--- src/rtl/branch_predictor.sv ---
// Dynamic branch direction predictor: direct-mapped table of 2-bit saturating
// counters, trained by resolved branches, with mispredict pulse and perf counters.
module branch_predictor #(
  parameter int XLEN    = 32,
  parameter int ENTRIES = 64
) (
  input  logic            clk,
  input  logic            rst,
  input  logic            i_pred_valid,
  input  logic [XLEN-1:0] i_pred_pc,
  output logic            o_pred_valid,
  output logic            o_pred_taken,
  input  logic            i_res_valid,
  input  logic [XLEN-1:0] i_res_pc,
  input  logic            i_res_taken,
  input  logic            i_res_pred_taken,
  output logic            o_mispredict,
  output logic [31:0]     o_branch_count,
  output logic [31:0]     o_mispredict_count
);

  localparam int IDX = $clog2(ENTRIES);

  // Both ports are valid-only: a request is consumed on every rising edge where
  // its valid is high; there is no ready, no backpressure and no stall.

  logic [1:0]      table_q [ENTRIES];
  logic [1:0]      table_d [ENTRIES];
  logic            pred_valid_q, pred_valid_d;
  logic            pred_taken_q, pred_taken_d;
  logic            mispredict_q, mispredict_d;
  logic [31:0]     branch_count_q, branch_count_d;
  logic [31:0]     mispredict_count_q, mispredict_count_d;

  logic [IDX-1:0]  pred_idx;
  logic [IDX-1:0]  res_idx;
  logic [1:0]      res_cur;
  logic [1:0]      res_nxt;
  logic            res_miss;
  logic            unused_pc_bits;

  // Word-aligned PCs: bits [1:0] and everything above the index are ignored.
  assign pred_idx = i_pred_pc[IDX+1:2];
  assign res_idx  = i_res_pc[IDX+1:2];
  assign unused_pc_bits = ^{i_pred_pc[XLEN-1:IDX+2], i_pred_pc[1:0],
                            i_res_pc[XLEN-1:IDX+2], i_res_pc[1:0]};

  assign res_cur  = table_q[res_idx];
  assign res_miss = i_res_valid & (i_res_taken ^ i_res_pred_taken);

  always_comb begin
    res_nxt = res_cur;
    if (i_res_taken) begin
      if (res_cur != 2'b11) res_nxt = res_cur + 2'd1;
    end else begin
      if (res_cur != 2'b00) res_nxt = res_cur - 2'd1;
    end
  end

  // Prediction reads table_q, so a same-cycle update to the same index is not
  // bypassed: the predictor sees the old counter.
  always_comb begin
    table_d = table_q;
    if (i_res_valid) table_d[res_idx] = res_nxt;

    pred_valid_d       = i_pred_valid;
    pred_taken_d       = i_pred_valid & table_q[pred_idx][1];
    mispredict_d       = res_miss;
    branch_count_d     = branch_count_q;
    mispredict_count_d = mispredict_count_q;
    if (i_res_valid) branch_count_d = branch_count_q + 32'd1;
    if (res_miss)    mispredict_count_d = mispredict_count_q + 32'd1;
  end

  always_ff @(posedge clk or posedge rst) begin
    if (rst) begin
      for (int i = 0; i < ENTRIES; i++) table_q[i] <= 2'b01;
      pred_valid_q       <= 1'b0;
      pred_taken_q       <= 1'b0;
      mispredict_q       <= 1'b0;
      branch_count_q     <= 32'd0;
      mispredict_count_q <= 32'd0;
    end else begin
      for (int i = 0; i < ENTRIES; i++) table_q[i] <= table_d[i];
      pred_valid_q       <= pred_valid_d;
      pred_taken_q       <= pred_taken_d;
      mispredict_q       <= mispredict_d;
      branch_count_q     <= branch_count_d;
      mispredict_count_q <= mispredict_count_d;
    end
  end

  assign o_pred_valid       = pred_valid_q;
  assign o_pred_taken       = pred_taken_q;
  assign o_mispredict       = mispredict_q;
  assign o_branch_count     = branch_count_q;
  assign o_mispredict_count = mispredict_count_q;

endmodule
--- config.mk ---
export PLATFORM = sky130hd
export DESIGN_NAME = branch_predictor
export DESIGN_NICKNAME = d
export VERILOG_FILES = /design/src/rtl/branch_predictor.sv
export SDC_FILE = /design/constraint.sdc
export NUM_CORES = 1
export LEC_CHECK = 0
export ABC_AREA = 1
export CAP_MARGIN = 40
export CORE_AREA = 2 2 143 145
export DETAILED_ROUTE_END_ITERATION = 16
export DIE_AREA = 0 0 145 147
export GPL_ROUTABILITY_DRIVEN = 0
export PLACE_DENSITY = 0.91
export SLEW_MARGIN = 5
export SYNTH_ARGS = -nofsm -noshare
export SYNTH_HDL_FRONTEND = slang
export SYNTH_SLANG_ARGS = --single-unit
export TNS_END_PERCENT = 1
--- constraint.sdc ---
create_clock -name clk -period 7.8 [get_ports clk]
set_input_delay 1.56 -clock clk [delete_from_list [all_inputs] [get_ports clk]]
set_output_delay 1.56 -clock clk [all_outputs]
set_load 0.01 [all_outputs]
### Word-level counts from Yosys, hierarchy flattened

Index checks and enable logic that the tools add are counted.

| word-level totals | value |
|---|---|
| register bits | 195 |
| latch bits | 0 |
| RAM bits | 0 |
| ROM bits | 0 |
| input port bits | 70 |
| output and inout port bits | 67 |
| word-level logic and storage cells | 96 |
| memories | 0 |

| cells by class | value |
|---|---|
| add/subtract/negate cells | 4 |
| $mul | 0 |
| divide/modulo/power cells | 0 |
| magnitude comparators | 3 |
| equality and inequality tests | 1 |
| shift operators | 0 |
| mux-type cells | 12 |
| bitwise operators | 5 |
| reduce and logical (&&, ||, !) cells | 2 |

Operator list:

| cell | number |
|---|---|
| $bwmux W128 | 1 |
| $add A32 B1 Y32 const B | 2 |
| $bmux W2 S6 | 2 |
| $mux W2 | 8 |
| $ge A7 B7 Y1 const B | 2 |
| $not A6 Y7 | 2 |
| $demux W2 S6 | 1 |
| $lt A7 B1 Y1 const B | 1 |
| $add A2 B1 Y2 const B | 1 |
| $and A1 B1 Y1 | 2 |
| $ne A2 B2 Y1 const B | 1 |
| $reduce_bool A2 Y1 | 1 |
| $sub A2 B1 Y2 const B | 1 |
| $logic_and A1 B1 Y1 | 1 |
| $xor A1 B1 Y1 | 1 |

### Longest topological paths before layout

| logic depth | value |
|---|---|
| word-level depth | 8 |
| gate-level depth with buffers | 18 |
| depth with buffers taken out | 16 |

### Worst setup path after synthesis

No wires, ideal clock.

| timing path | value |
|---|---|
| kind | input to register |
| from | in i_res_pc[2] |
| to | reg table_q[35] (netlist name) |
| setup time | 118 ps |
| arrival time | 2,925 ps |
| required time | 7,682 ps |
| path slack | 4,757 ps |
| stages on the path | 12 |
| path buffers | 3 |
| cells stage by stage | buf_2 > or2_2 > o211ai_1 > nand2_1 > o21ai_1 > nand2_1 > nor2_1 > nand3_1 > buf_2 > buf_2 > nand3_1 > nand2_1 |

| between the ends | value |
|---|---|
| longest elaborated chain between the ends | 8 |
| elaborated cells between the ends (all ways) | 17 |
| those cells by class | add/sub (2); order compare (2); eq/ne (1); mux (9); bitwise (1); reduce/logical (2) |

RTL lines:

| item | line | RTL |
|---|---|---|
| start: declaration | 14 | `input logic [XLEN-1:0] i_res_pc,` |
| $not A6 Y7 (not written as such) (*) | 48, 64 |  |
| $bmux W2 S6 | 48 | `assign res_cur = table_q[res_idx];` |
| $mux W2 (not written as such) (2 in a row) | 48 |  |
| $sub A2 B1 Y2 (tied with other cells) | 56 | `if (res_cur != 2'b00) res_nxt = res_cur - 2'd1;` |
| $mux W2, on equally long branches | 56, 54 |  |
| $mux W2 | 53 | `if (i_res_taken) begin` |
| $bwmux W128 (*) | 64 | `if (i_res_valid) table_d[res_idx] = res_nxt;` |
| end: declaration | 27 | `logic [1:0] table_q [ENTRIES];` |

Every way passes the cells marked *; elsewhere a longest branch is shown, timed or not. The select of a mux whose other input is x is not followed.
A chain may end at the register's enable or synchronous reset.

### Final worst setup path

| timing path | value |
|---|---|
| from | in i_res_pc[4] |
| to | reg table_q[25] (netlist name) |

The elaborated chain is that of the path after synthesis.

==> flow_summary_export.csv <==
group,metric,value,unit
logic_synthesis,ys_async_sr_fraction,100,%
flow_run,cap_violations,0,
routing,ant_nets,0,
global_routing,grt_first_pass_wirelength,49600,µm
logic_synthesis,synth.distinct_cells,33,
routing,vias,10600,
global_routing,grt_max_degree,126,
placed_design,dp_hpwl,18800,µm
timing,whs,0.467,ns
layout,final-seq-area,4960,µm²
timing,period_needed,4.92,ns
clock_tree,post_cts_resized,0,
clock_tree,clk_latency,0.45,ns
routing,route.detailed.drc,0,
routing,wl_per_cell,16.0,µm
worst_setup_path,crit_path_end_kind,"register",
worst_hold_path,min-delay-path-class,"reg -> reg",
floorplanning,initial_core_util,54.7,%
layout,final_nets,1671,
layout,fillers,1641,
logic_synthesis,synth_edf_count,0,
layout,drive_gt1_share,7.26,%
routing,first_pass_iters,7,
layout,final_common_cell,"nand2_1",
clock_tree,clockRootBuffer,"clkbuf_16",
timing,hold_viol,0,
timing,drv_slew,0,
logic_synthesis,syn_inst,1541,
timing,setup_violations,0,
pwr,powerDensity,214,nW/µm²
clock_tree,cts.sinks,195,
timing,skew,0.0110,ns
routing,wl,30200,µm
timing,fmax,203,MHz
routing,routed_via_density,5.61,
worst_setup_path,cp.arrival,5.30,ns
layout,area_growth,15.0,%
floorplanning,die_width,145,µm
floorplanning,die_area,21300,µm²
pwr,vdd_drop_max,0.193,mV
floorplanning,core.rowCount,52,
floorplanning,coreArea,19800,µm²
outcome,run_status,"finished clean",
logic_synthesis,ys.flop_type,"dfrtp_1",
worst_setup_path,critPathLaunchType,"primary input",
pwr,leakage,0.00618,µW
layout,multi_input_area,5040,µm²
layout,final_cell_mix,"nand2_1 (694), inv_1 (148), nor2_1 (136)",
clock_tree,cts.htree.levels,4,
worst_hold_path,hold_depth,2,
logic_synthesis,synth-seq-cells,195,
timing,fin_crit_sh,63.1,%
clock_tree,cts_tree,"done",
routing,drtIter0Drc,1026,
timing,tns,0,ns
clock_tree,postCtsHoldBufs,0,
clock_tree,numCtsBuffers,17,
floorplanning,io_pins,137,
timing,rsz0062_at_grt,"false",
worst_setup_path,cp_data_required_time,8.17,ns
worst_setup_path,path_max_fanout,64,
worst_setup_path,worstRegToRegCells,11,
logic_synthesis,synth_area_per_cell,7.05,µm²
clock_tree,cts.path.max_buffers,2,
global_routing,grt.total_usage,28.6,%
global_routing,grt_overflow,0,
logic_synthesis,ys_warn_count,0,
global_routing,antenna_found_initial,0,
worst_setup_path,crit_type,"in -> reg",
clock_tree,clk_pin_slew_worst_paths,0.08,ns
timing,tightestPinTransition,0.915,ns
logic_synthesis,synth_fp_nets,1613,
timing,max_slew_margin,38.8,%
logic_synthesis,synth_seq_area_share,45.7,%
floorplanning,fp.dieH,147,µm
logic_synthesis,syn_area,10900,µm²
global_routing,grt_pass1_vias,10500,
clock_tree,cts_setup_buffers,0,
placed_design,port_buffers,84,
layout,diodes,0,
## sequential cells by signal (all words and copies together), names as in the netlist
name / cells
o_branch_count: 32
o_mispredict_count: 32
table_q: 128
o_pred_taken: 1
o_pred_valid: 1
o_mispredict: 1
## metrics by stage
step                instances  setup slack [ns]  utilization (%)  power (µW)  instance area, µm²
CTS                      1882              3.07             62.9        2660               12500
global placement         1847              2.66             59.4        1720               11800
detailed placement       1850              2.62             59.8        1740               11900
floorplan                1541              1.03                -        1550               10900
finish                   1882              2.88             62.9        2670               12500
global route             1882              2.76             62.9        2780               12500
## report_power, final
| part | switching, µW | internal (µW) | leakage, µW |
|---|---|---|---|
| clock network | 456 | 473 | 0.000304 |
| logic | 297 | 185 | 0.00347 |
| registers | 103 | 1160 | 0.00241 |
| total | 857 | 1810 | 0.00618 |
## metal layers
layer / global-route usage (%) / vias to the layer above / routed length (µm)
met5: 0 / - / 0
met4: 13.1 / 0 / 1070
met3: 7.42 / 113 / 3500
met2: 45.6 / 663 / 13700
met1: 36.9 / 4906 / 11900
li1: - / 4884 / -
## area by class of cell
cell class / instances / area share, %
timing repair buffer: 92 / 7.56
inverter: 152 / 4.63
clock inverter: 14 / 1.49
multi-input combinational: 1141 / 40.4
sequential: 195 / 39.7
clock buffer: 18 / 3.52
tap: 270 / 2.71
## cell families (layout without fill, tap and decap cells)
| family | count (synthesis) | after routing | synth area share (%) |
|---|---|---|---|
| AO/OA/AOI/OAI | 70 | 70 | 3.76 |
| XOR/XNOR | 61 | 61 | 4.92 |
| adder cells (fa/ha/maj) | 2 | 2 | 0.230 |
| buffers and inverters | 205 | 276 | 7.95 |
| flip-flops | 195 | 195 | 45.7 |
| AND/OR/NAND/NOR | 1008 | 1008 | 37.5 |
## worst max-delay path: stages
cell and delay, ns:
clkdlybuf4s50_1 1.02, inv_1 0.54, nor2_1 0.57, o211ai_1 0.18
nand2_1 0.10, o21ai_1 0.08, nand2_1 0.10, nor2_1 0.06
nand2_1 0.07, nand2_2 0.09, nand2_4 0.57, nand3_1 0.17
nand2_1 0.12
## final timing paths
check	slack [ns]	startpoint	to
worst max-delay path	2.88	i_res_pc[4]	table_q[25]
worst min register to register	0.47	table_q[122]	table_q[122]
worst min-delay path	0.47	table_q[122]	table_q[122]
max in group asynchronous	4.97	rst	table_q[112]
worst max register to register	5.44	table_q[75]	table_q[25]
min in group asynchronous	1.66	rst	o_mispredict_count[14]
## synth_stat cells, types with 4 or more instances
master | number | share of area, %
inv_1 | 149 | 5.2
buf_2 | 32 | 1.5
or2_2 | 4 | 0.23
nand4_1 | 16 | 0.92
a21oi_1 | 11 | 0.51
o21ai_0 | 36 | 1.7
buf_6 | 7 | 0.73
clkbuf_1 | 11 | 0.38
xnor2_1 | 19 | 1.5
nor3_1 | 34 | 1.6
o21ai_1 | 4 | 0.18
dfrtp_1 | 131 | 30
dfstp_2 | 64 | 15
nand3_1 | 107 | 4.9
o211ai_1 | 8 | 0.55
nand2_1 | 694 | 24
nor2_1 | 136 | 4.7
o221ai_1 | 9 | 0.73
xor2_1 | 42 | 3.4
nor4_1 | 9 | 0.52
Note: power is estimated with default switching activity, not from simulation.
